File: src/rtl/tanh_arbiter.sv
// Round-robin arbiter sharing one tanh unit among NREQ requesters.
// One job at a time: grant in IDLE, start pulse in ISSUE, bounded WAIT, ack in DONE.
module tanh_arbiter #(
  parameter int NREQ    = 4,
  parameter int W       = 16,
  parameter int TIMEOUT = 64
) (
  input  logic              clk,
  input  logic              rst,
  input  logic [NREQ-1:0]   req,
  input  logic [NREQ*W-1:0] x_in,
  output logic [NREQ-1:0]   ack,
  output logic [W-1:0]      r_out,
  output logic              r_valid,
  output logic              busy,
  output logic              err,
  output logic              u_start,
  output logic [W-1:0]      u_x,
  input  logic              u_ready,
  input  logic [W-1:0]      u_r
);

  localparam int PW = $clog2(NREQ);
  localparam int CW = $clog2(TIMEOUT + 1);

  typedef enum logic [1:0] {S_IDLE, S_ISSUE, S_WAIT, S_DONE} state_t;

  state_t          r_state, w_state_next;
  logic [PW-1:0]   r_ptr, r_idx, w_off, w_win;
  logic [NREQ-1:0] w_req_rot;
  logic [CW-1:0]   r_cnt;
  logic [W-1:0]    r_ux, r_res;
  logic            r_err;
  logic            w_any, w_accept, w_timeout;

  // Requests rotated so bit 0 is the requester at the round-robin pointer.
  genvar gi;
  generate
    for (gi = 0; gi < NREQ; gi++) begin : g_rot
      assign w_req_rot[gi] = req[r_ptr + PW'(gi)];
      assign ack[gi]       = (r_state == S_DONE) && (r_idx == PW'(gi));
    end
  endgenerate

  always_comb begin
    w_off = '0;
    for (int k = NREQ - 1; k >= 0; k--) begin
      if (w_req_rot[k]) w_off = PW'(k);
    end
  end

  assign w_any     = |req;
  assign w_win     = r_ptr + w_off;
  // A ready seen in the first WAIT cycle may be left over from a previous job.
  assign w_accept  = (r_state == S_WAIT) && (r_cnt != '0) && u_ready;
  assign w_timeout = (r_state == S_WAIT) && (r_cnt == CW'(TIMEOUT - 1));

  always_ff @(posedge clk or negedge rst) begin
    if (!rst) r_state <= S_IDLE;
    else      r_state <= w_state_next;
  end

  always_comb begin
    w_state_next = r_state;
    u_start      = 1'b0;
    r_valid      = 1'b0;
    busy         = 1'b1;
    case (r_state)
      S_IDLE: begin
        busy = 1'b0;
        if (w_any) w_state_next = S_ISSUE;
      end
      S_ISSUE: begin
        u_start      = 1'b1;
        w_state_next = S_WAIT;
      end
      S_WAIT: begin
        if (w_accept || w_timeout) w_state_next = S_DONE;
      end
      S_DONE: begin
        r_valid      = 1'b1;
        w_state_next = S_IDLE;
      end
      default: w_state_next = S_IDLE;
    endcase
  end

  always_ff @(posedge clk or negedge rst) begin
    if (!rst) begin
      r_ptr <= '0;
      r_idx <= '0;
      r_ux  <= '0;
      r_cnt <= '0;
      r_res <= '0;
      r_err <= 1'b0;
    end else begin
      case (r_state)
        S_IDLE: begin
          if (w_any) begin
            r_idx <= w_win;
            r_ux  <= x_in[w_win*W +: W];
          end
        end
        S_ISSUE: r_cnt <= '0;
        S_WAIT: begin
          r_cnt <= r_cnt + CW'(1);
          // A valid ready beats a simultaneous timeout.
          if (w_accept) begin
            r_res <= u_r;
          end else if (w_timeout) begin
            r_res <= '0;
            r_err <= 1'b1;
          end
        end
        S_DONE: r_ptr <= r_idx + PW'(1);
        default: ;
      endcase
    end
  end

  assign r_out = r_res;
  assign u_x   = r_ux;
  assign err   = r_err;

endmodule

File: config.mk
export PLATFORM = sky130hd
export DESIGN_NAME = tanh_arbiter
export DESIGN_NICKNAME = d
export VERILOG_FILES = /design/src/rtl/tanh_arbiter.sv
export SDC_FILE = /design/constraint.sdc
export NUM_CORES = 1
export LEC_CHECK = 0
export ABC_AREA = 1
export CAP_MARGIN = 5
export CORE_UTILIZATION = 43
export DETAILED_ROUTE_END_ITERATION = 8
export PLACE_DENSITY = 0.82
export SLEW_MARGIN = 0
export SYNTH_ARGS = -nofsm -noshare
export SYNTH_HDL_FRONTEND = slang
export SYNTH_SLANG_ARGS = --single-unit
File: constraint.sdc
create_clock -name clk -period 2.8 [get_ports clk]
set_input_delay 0.56 -clock clk [delete_from_list [all_inputs] [get_ports clk]]
set_output_delay 0.56 -clock clk [all_outputs]
set_load 0.02 [all_outputs]
==> flow_summary.json, run 1 <==
{
  "syn_inst": 355,
  "avgSynthCellArea_sq_um": 8.13,
  "hold_buffers": 0,
  "worstPathCellList": "clkdlybuf4s50_1 -> inv_1 -> nand2_1 -> nand2_1 -> nand2_1 -> nand2_1 -> a31oi_1 -> nor2_1 -> ha_2 -> buf_12 -> mux2i_1 -> nand3_1 -> nand3_2 -> nand2_1",
  "post-route-util_pct": 67.8,
  "nets": 579,
  "firstDrtPassIters": 8,
  "finalHoldViolCount": 0,
  "met3_usage_pct": 4.75,
  "clk_latency_ps": 290,
  "grt_pass1_wl_mm": 12.7,
  "finalWirelength_mm": 7.61,
  "diodes": 0,
  "wl_per_cell_um": 13.6,
  "finalCritPeriodShare_pct": 89.6,
  "grt_pass1_vias": 2854,
  "io-pin-count": 127,
  "grt_overflow": 0,
  "antenna_found_initial": 0,
  "routed_via_density": 5.06,
  "drive_gt1_share_pct": 10.4,
  "status": "finished, violations left",
  "tightest_slew_ps": 671,
  "htree_levels": 2,
  "drc": 28,
  "critPathKind": "primary input to flip-flop",
  "rows": 29,
  "irDropWorstVdd_uv": 788,
  "setup_viol": 0,
  "cts_resized": 0,
  "yosysSeqAreaShare_pct": 39.9,
  "synth_cell_type_count": 30,
  "layout_commonest_cell": "clkdlybuf4s50_1",
  "r2r_setup_slack_ps": 430,
  "syn_nets": 453,
  "postLayoutCellArea_sq_um": 4360,
  "drtAntennaViolNets": 0,
  "cts.path.max_buffers": 2,
  "dieArea_sq_um": 7040,
  "synth_warnings": 0,
  "coreArea_sq_um": 6420,
  "maxCapViolations": 0,
  "crit_family": "buffers and inverters",
  "holdWs_ps": 260,
  "final_cell_mix": "clkdlybuf4s50_1, nand2_1, nand3_1, dfrtp_1, mux2i_1",
  "cp_slowest_stage_delay_ps": 500,
  "cts_buffers": 5,
  "start_kind": "primary input",
  "drt_iter0_drc": 160,
  "preCtsSetupSlack_ps": -21.8,
  "gr-usage-met1_pct": 25.2,
  "fmax_mhz": 398,
  "cts_tree": "done",
  "p_leak_nw": 2.12,
  "power.density_nw_per_um2": 1280,
  "fin_crit_ps": 2510,
  "violations": "DRC",
  "die_y_um": 83.9,
  "num_vias": 2826,
  "worstPathRequired_ps": 2980,
  "crit_fanout": 22,
  "crit_arrival_ps": 2690,
  "cpMostUsedCell": "nand2_1",
  "netlist_area_sq_um": 2890,
  "post_cts_buffers": 0,
  "skew_ps": 4.03,
  "relSlewSlack_pct": 55.1,
  "synth_seq_cells": 46,
  "syn_to_final_growth_pct": 51.0,
  "portBuffers": 126,
  "clkTransAtPathRegs_ps": 90,
  "hp-class": "primary input to asynchronous set/reset pin",
  "start_util_pct": 44.9,
  "tns_ps": 0,
  "globalplace.congestion": 0.799,
  "place_area_sq_um": 4240,
  "grt_setup_unrepaired": "false",
  "slowest_stage": "clkdlybuf4s50_1",
  "fin_ws_ps": 290,
  "worst_setup_path_end_kind": "flip-flop",
  "busiest_layer": "met2",
  "cts_root_buf": "clkbuf_8",
  "die_w_um": 83.9,
  "grt_start_max_net_pins": 28,
  "worst-path-buf-inv": 3,
  "clock-sinks": 46,
  "hpwl_mm": 6.01,
  "grt_usage_pct": 22.1,
  "use_met2_pct": 41.8,
  "slew_violations": 0
}
-- registers in the layout, indices dropped and copies added (netlist names) --
signal	cells
r_idx	2
r_cnt	7
r_out	16
r_ptr	2
err	1
u_x	16
r_state	2
-- Yosys cell counts (all sizes together) --
cell type	instances	area [sq um]
a211oi	1	7.51
a21oi	5	25.0
a31oi	1	6.26
buf	7	55.1
clkbuf	8	30.0
dfrtp	46	1150
ha	11	138
inv	28	110
mux2i	32	320
nand2	133	552
nand3	56	338
nand4	1	6.26
nor2	8	37.5
nor3	3	15.0
nor3b	1	7.51
nor4	2	12.5
o21ai	8	40.0
o21bai	2	18.8
o22ai	1	6.26
xor2	1	8.76
-- worst paths after layout --
check,from,endpoint,depth (start not counted)
max in group asynchronous,rst,u_x[3]$_DFFE_PN0P_,2
min in group clk,u_x[1]$_DFFE_PN0P_,u_x[1]$_DFFE_PN0P_,2
worst max-delay path,req[1],u_x[11]$_DFFE_PN0P_,14
worst min-delay path,rst,r_out[7]$_DFFE_PN0P_,1
worst max register to register,r_ptr[0]$_DFFE_PN0P_,u_x[11]$_DFFE_PN0P_,13
worst min register to register,u_x[1]$_DFFE_PN0P_,u_x[1]$_DFFE_PN0P_,2
-- power by group --
part | switching [W] | internal [W] | total [W]
Clock | 0.000227 | 0.000266 | 0.000493
Combinational | 0.00219 | 0.00174 | 0.00393
Sequential | 0.000197 | 0.000955 | 0.00115
Total | 0.00261 | 0.00296 | 0.00557
-- through the flow --
step	total power (W)	cells
after floorplan	0.00387	355
after global placement	0.00502	551
after detailed placement	0.00512	551
after CTS	0.00564	559
after global routing	0.00603	559
final	0.00557	559
-- area by class of cell --
cell class | count | area (sq um)
clock inverters | 3 | 45.0
multi-input cells | 266 | 1540
flip-flops and latches | 46 | 1150
repair buffers | 134 | 1340
inverters | 28 | 110
well taps | 77 | 96.3
fillers | 542 | 2070
clock buffers | 5 | 68.8
-- layer usage --
layer	part of all wire, %	up-vias	wire (um)
li1	-	1409	-
met1	40	1313	3020
met2	52	96	3920
met3	8.0	8	606
met4	0.89	0	68
met5	0	-	0
-- kinds of logic (layout without fill, tap and decap cells) --
group | after synthesis | in the layout | share of synthesized area (%)
AO/OA/AOI/OAI | 18 | 18 | 3.60
buffers and inverters | 43 | 170 | 6.76
XOR/XNOR | 1 | 1 | 0.304
adder cells (fa/ha/maj) | 11 | 11 | 4.77
flip-flops | 46 | 46 | 39.9
AND/OR/NAND/NOR | 204 | 204 | 33.6
multiplexers | 32 | 32 | 11.1
-- worst register-to-register path, cell delays in order (launching register included) --
cell,delay [ps]
dfrtp_1,590
inv_6,90
nand2_1,70
nand2_1,70
nand2_2,80
nand2_2,70
a31oi_1,150
nor2_1,60
ha_2,380
buf_12,200
mux2i_1,260
nand3_1,120
nand3_2,90
nand2_1,50
Note: power is estimated with default switching activity, not from simulation.
==> run 2: changes to the inputs <==
Settings changed: CORE_UTILIZATION 43 to 38, PLACE_DENSITY 0.82 to 0.77.
Clock period 2.8 ns to 2.28 ns, I/O delays scaled along.
==> run 2 against run 1 <==
Setup slack lost 340 ps. Clock skew grew 3.1 ps. Sequential cell count did not move. Clock power increased by 26%. Critical path depth stayed put. Global-route usage decreased by 2.2 points. The run ends with setup timing left.
==> flow_summary.json, run 2 (synthesized netlist as in run 1, its figures left out) <==
{
  "p_leak_nw": 2.34,
  "critPathKind": "flip-flop to flip-flop",
  "firstDrtPassIters": 4,
  "hpwl_mm": 6.20,
  "layout_commonest_cell": "clkdlybuf4s50_1",
  "grt_usage_pct": 19.9,
  "grt_start_max_net_pins": 25,
  "tightest_slew_ps": 536,
  "clk_latency_ps": 300,
  "irDropWorstVdd_uv": 645,
  "drc": 0,
  "final_cell_mix": "clkdlybuf4s50_1, nand2_1, dfrtp_1, mux2i_1, nand3_1",
  "power.density_nw_per_um2": 1740,
  "drtAntennaViolNets": 0,
  "status": "finished, violations left",
  "r2r_setup_slack_ps": -50,
  "register_area_sq_um": 1150,
  "fin_ws_ps": -54.4,
  "rr_worst_depth": 14,
  "grt_pass1_wl_mm": 12.4,
  "cts_buffers": 5,
  "diodes": 0,
  "antenna_found_initial": 0,
  "clock-sinks": 46,
  "start_util_pct": 39.6,
  "grt_setup_unrepaired": "true",
  "cts_root_buf": "clkbuf_8",
  "dieArea_sq_um": 7950,
  "nets": 597,
  "start_kind": "flip-flop",
  "finalCritPeriodShare_pct": 102,
  "finalHoldViolCount": 0,
  "htree_levels": 2,
  "worst_setup_path_end_kind": "flip-flop",
  "routed_via_density": 4.94,
  "coreArea_sq_um": 7290,
  "setup_viol": 1,
  "relSlewSlack_pct": 64.2,
  "clkTransAtPathRegs_ps": 90,
  "cts.path.max_buffers": 2,
  "io-pin-count": 127,
  "hold_buffers": 0,
  "hp-class": "primary input to asynchronous set/reset pin",
  "preCtsSetupSlack_ps": -399,
  "violations": "setup timing",
  "die_w_um": 89.1,
  "drt_iter0_drc": 109,
  "tns_ps": -54.4,
  "drive_gt1_share_pct": 21.6,
  "worstPathRequired_ps": 2470,
  "multiInputGateArea_sq_um": 1790,
  "fmax_mhz": 428,
  "grt_pass1_vias": 2744,
  "maxCapViolations": 0,
  "globalplace.congestion": 0.826,
  "cts_tree": "done",
  "portBuffers": 126,
  "syn_to_final_growth_pct": 68.9,
  "skew_ps": 7.12,
  "crit_fanout": 9,
  "grt_overflow": 0,
  "crit_arrival_ps": 2530,
  "slew_violations": 0,
  "fin_crit_ps": 2330,
  "num_vias": 2959,
  "finalWirelength_mm": 9.04,
  "fill_cells": 562,
  "wl_per_cell_um": 15.1,
  "die_y_um": 89.1,
  "rows": 31
}
run 2: final timing paths:
path | startpoint | endpoint
worst min register to register | u_x[1]$_DFFE_PN0P_ | u_x[1]$_DFFE_PN0P_
min in group clk | u_x[1]$_DFFE_PN0P_ | u_x[1]$_DFFE_PN0P_
worst max register to register | r_ptr[0]$_DFFE_PN0P_ | u_x[15]$_DFFE_PN0P_
max in group asynchronous | rst | u_x[5]$_DFFE_PN0P_
worst max-delay path | r_ptr[0]$_DFFE_PN0P_ | u_x[15]$_DFFE_PN0P_
worst min-delay path | rst | r_out[6]$_DFFE_PN0P_
run 2: where the power goes:
part | total, W | internal [W] | switching (W)
clock network | 0.000621 | 0.000329 | 0.000292
logic | 0.00648 | 0.00300 | 0.00348
registers | 0.00140 | 0.00118 | 0.000222
run 2: timing repair:
action | 4_1_cts | 5_1_grt
endpoints found under the setup margin | 14 | 21
resized for setup | 7 | 58
buffers inserted | 0 | 6
pin swaps | 0 | 36
cloned | 0 | 4
run 2: area by class of cell:
cell class	instances	share of cell area [%]
multi-input combinational	267	36.6
timing repair buffer	150	32.2
sequential	46	23.7
tap	99	2.54
inverter	28	2.41
clock buffer	5	1.41
clock inverter	3	0.899
timing repair inverter	1	0.180
run 2: critical path, stage by stage (launching register included):
cell and delay [ps]:
dfrtp_2 440, clkbuf_2 140, nand2_1 120, nand2_2 70
nand2_2 60, nand2_2 50, a31oi_1 160, nor2_1 90
ha_4 340, buf_12 160, buf_4 120, mux2i_1 230
nand2_1 80, nand3_1 100, nand2_1 60
run 2: routing by layer:
| metal | wire [um] | global-route usage (%) |
|---|---|---|
| met4 | 103 | 4.18 |
| met1 | 3560 | 22.7 |
| met3 | 715 | 4.80 |
| met2 | 4660 | 37.5 |
| met5 | 0 | 0 |
run 2: through the flow:
stage | area, sq um | power [W] | util, % | instances | hold slack, ps
floorplan | 2890 | 0.00476 | - | 355 | 160
global placement | 4360 | 0.00642 | 59.7 | 581 | 460
detailed placement | 4360 | 0.00654 | 59.7 | 581 | 466
CTS | 4500 | 0.00734 | 61.8 | 589 | 140
global route | 4870 | 0.00909 | 66.8 | 599 | 154
finish | 4870 | 0.00850 | 66.8 | 599 | 127
==> run 3: changes to the inputs <==
Settings changed: CORE_MARGIN set to 1.5.
==> run 3 against run 2 <==
The run still ends with setup timing left. Power fell by 1.7%. Non-clock buffer count rose by 4. Clock-buffer cell count did not move. Highest routed layer unchanged.
==> flow_summary.json, run 3 (synthesized netlist as in run 1, its figures left out) <==
{
  "coreArea_sq_um": 7290,
  "tightest_slew_ps": 564,
  "cts_root_buf": "clkbuf_8",
  "r2r_setup_slack_ps": -10,
  "rows": 31,
  "critPathKind": "flip-flop to flip-flop",
  "firstDrtPassIters": 4,
  "hold_buffers": 0,
  "clock-sinks": 46,
  "status": "finished, violations left",
  "drt_iter0_drc": 120,
  "rr_startpoint": "r_ptr[0]$_DFFE_PN0P_",
  "hp-class": "primary input to asynchronous set/reset pin",
  "slowest_stage": "dfrtp_2",
  "crit_arrival_ps": 2500,
  "irDropWorstVdd_uv": 777,
  "maxCapViolations": 0,
  "clk_latency_ps": 310,
  "crit_fanout": 7,
  "p_leak_nw": 2.31,
  "finalCritPeriodShare_pct": 101,
  "grt_setup_unrepaired": "true",
  "final_cell_mix": "clkdlybuf4s50_1, nand2_1, nand3_1, dfrtp_1, mux2i_1",
  "hpwl_mm": 6.17,
  "grt_overflow": 0,
  "grt_usage_pct": 20.6,
  "grt_pass1_wl_mm": 13.7,
  "clkTransAtPathRegs_ps": 100,
  "cp.depth": 13,
  "cts_tree": "done",
  "postLayoutCellArea_sq_um": 4780,
  "fmax_mhz": 436,
  "cpMostUsedCell": "nand2_1",
  "fill_cells": 621,
  "place_area_sq_um": 4360,
  "diodes": 0,
  "finalHoldViolCount": 0,
  "grt_pass1_vias": 2970,
  "nets": 601,
  "slew_violations": 0,
  "layout_commonest_cell": "clkdlybuf4s50_1",
  "final_cells": 603,
  "io-pin-count": 127,
  "drc": 0,
  "start_kind": "flip-flop",
  "htree_levels": 2,
  "relSlewSlack_pct": 62.0,
  "portBuffers": 126,
  "violations": "setup timing",
  "crit_family": "simple AND/OR/NAND/NOR gates",
  "start_util_pct": 39.6,
  "cts_buffers": 5,
  "die_w_um": 90.1,
  "preCtsSetupSlack_ps": -382,
  "dp.cells": 582,
  "antenna_found_initial": 0,
  "power.density_nw_per_um2": 1750,
  "worstPathRequired_ps": 2480,
  "skew_ps": 11.5,
  "globalplace.congestion": 0.750,
  "rr_worst_depth": 13,
  "fin_ws_ps": -14.4,
  "setup_viol": 6,
  "cts.path.max_buffers": 2,
  "worst-path-buf-inv": 2,
  "wl_per_cell_um": 15.0,
  "routed_via_density": 5.01,
  "drtAntennaViolNets": 0,
  "dieArea_sq_um": 8120,
  "worst_setup_path_end_kind": "flip-flop",
  "holdWs_ps": 124,
  "die_y_um": 90.1,
  "worstPathCellList": "clkinv_4 -> nand2_4 -> nand2_2 -> nand2_1 -> nand2_1 -> a31oi_1 -> nor2_1 -> ha_4 -> clkbuf_16 -> mux2i_1 -> nand3_1 -> nand3_2 -> nand2_1",
  "fin_crit_ps": 2290,
  "num_vias": 3022,
  "finalWirelength_mm": 9.02,
  "grt_start_max_net_pins": 27,
  "drive_gt1_share_pct": 18.5,
  "cp_slowest_stage_delay_ps": 490,
  "syn_to_final_growth_pct": 65.8,
  "timing.rr.end": "u_x[9]$_DFFE_PN0P_"
}
-- run 3: how the worst max path moves through the flow --
stage                         start             endpoint
2_1_floorplan  r_ptr[0]$_DFFE_PN0P_  u_x[10]$_DFFE_PN0P_
3_3_place_gp                 req[1]  u_x[13]$_DFFE_PN0P_
3_5_place_dp                 req[0]   u_x[8]$_DFFE_PN0P_
4_1_cts                      req[2]  u_x[14]$_DFFE_PN0P_
5_1_grt        r_ptr[0]$_DFFE_PN0P_   u_x[4]$_DFFE_PN0P_
6_report       r_ptr[0]$_DFFE_PN0P_   u_x[9]$_DFFE_PN0P_
-- run 3: per-stage QoR --
stage / power, W / utilization, % / TNS [ps]
detailed placement: 0.00650 / 59.8 / -5690
global route: 0.00891 / 65.6 / -1530
floorplan: 0.00476 / - / 0
finish: 0.00835 / 65.6 / -43.5
global placement: 0.00640 / 59.8 / -4660
CTS: 0.00751 / 62.3 / 0
-- run 3: metal layers --
metal | wire, um | GRT usage, % | share of wire, %
met1 | 3620 | 24.5 | 40
met2 | 4760 | 36.7 | 53
met3 | 559 | 4.74 | 6.2
met4 | 71 | 5.95 | 0.79
met5 | 0 | 0 | 0
-- run 3: layout make-up --
| cell class | count | area (sq um) | area share (%) |
|---|---|---|---|
| clock buffers | 5 | 68.8 | 1.44 |
| repair inverters | 1 | 5.00 | 0.105 |
| inverters | 28 | 110 | 2.30 |
| repair buffers | 154 | 1620 | 33.8 |
| clock inverters | 3 | 45.0 | 0.942 |
| flip-flops and latches | 46 | 1150 | 24.1 |
| multi-input cells | 267 | 1660 | 34.7 |
| well taps | 99 | 124 | 2.59 |
-- run 3: worst register-to-register path, cell delays in order (launching register included) --
cell       delay [ps]
dfrtp_2           490
clkinv_4          130
nand2_4            90
nand2_2            40
nand2_1            50
nand2_1            80
a31oi_1           200
nor2_1            110
ha_4              380
clkbuf_16         190
mux2i_1           200
nand3_1           100
nand3_2            80
nand2_1            50
-- run 3: timing repair --
action	in CTS	in global routing
pin swaps	0	13
setup buffers	0	7
gates cloned	1	5
setup endpoints to repair	16	21
gates resized for setup	8	32
-- run 3: where the power goes --
| group | switching, W | internal [W] |
|---|---|---|
| logic | 0.00320 | 0.00310 |
| clock network | 0.000304 | 0.000326 |
| registers | 0.000246 | 0.00118 |
| total | 0.00375 | 0.00460 |
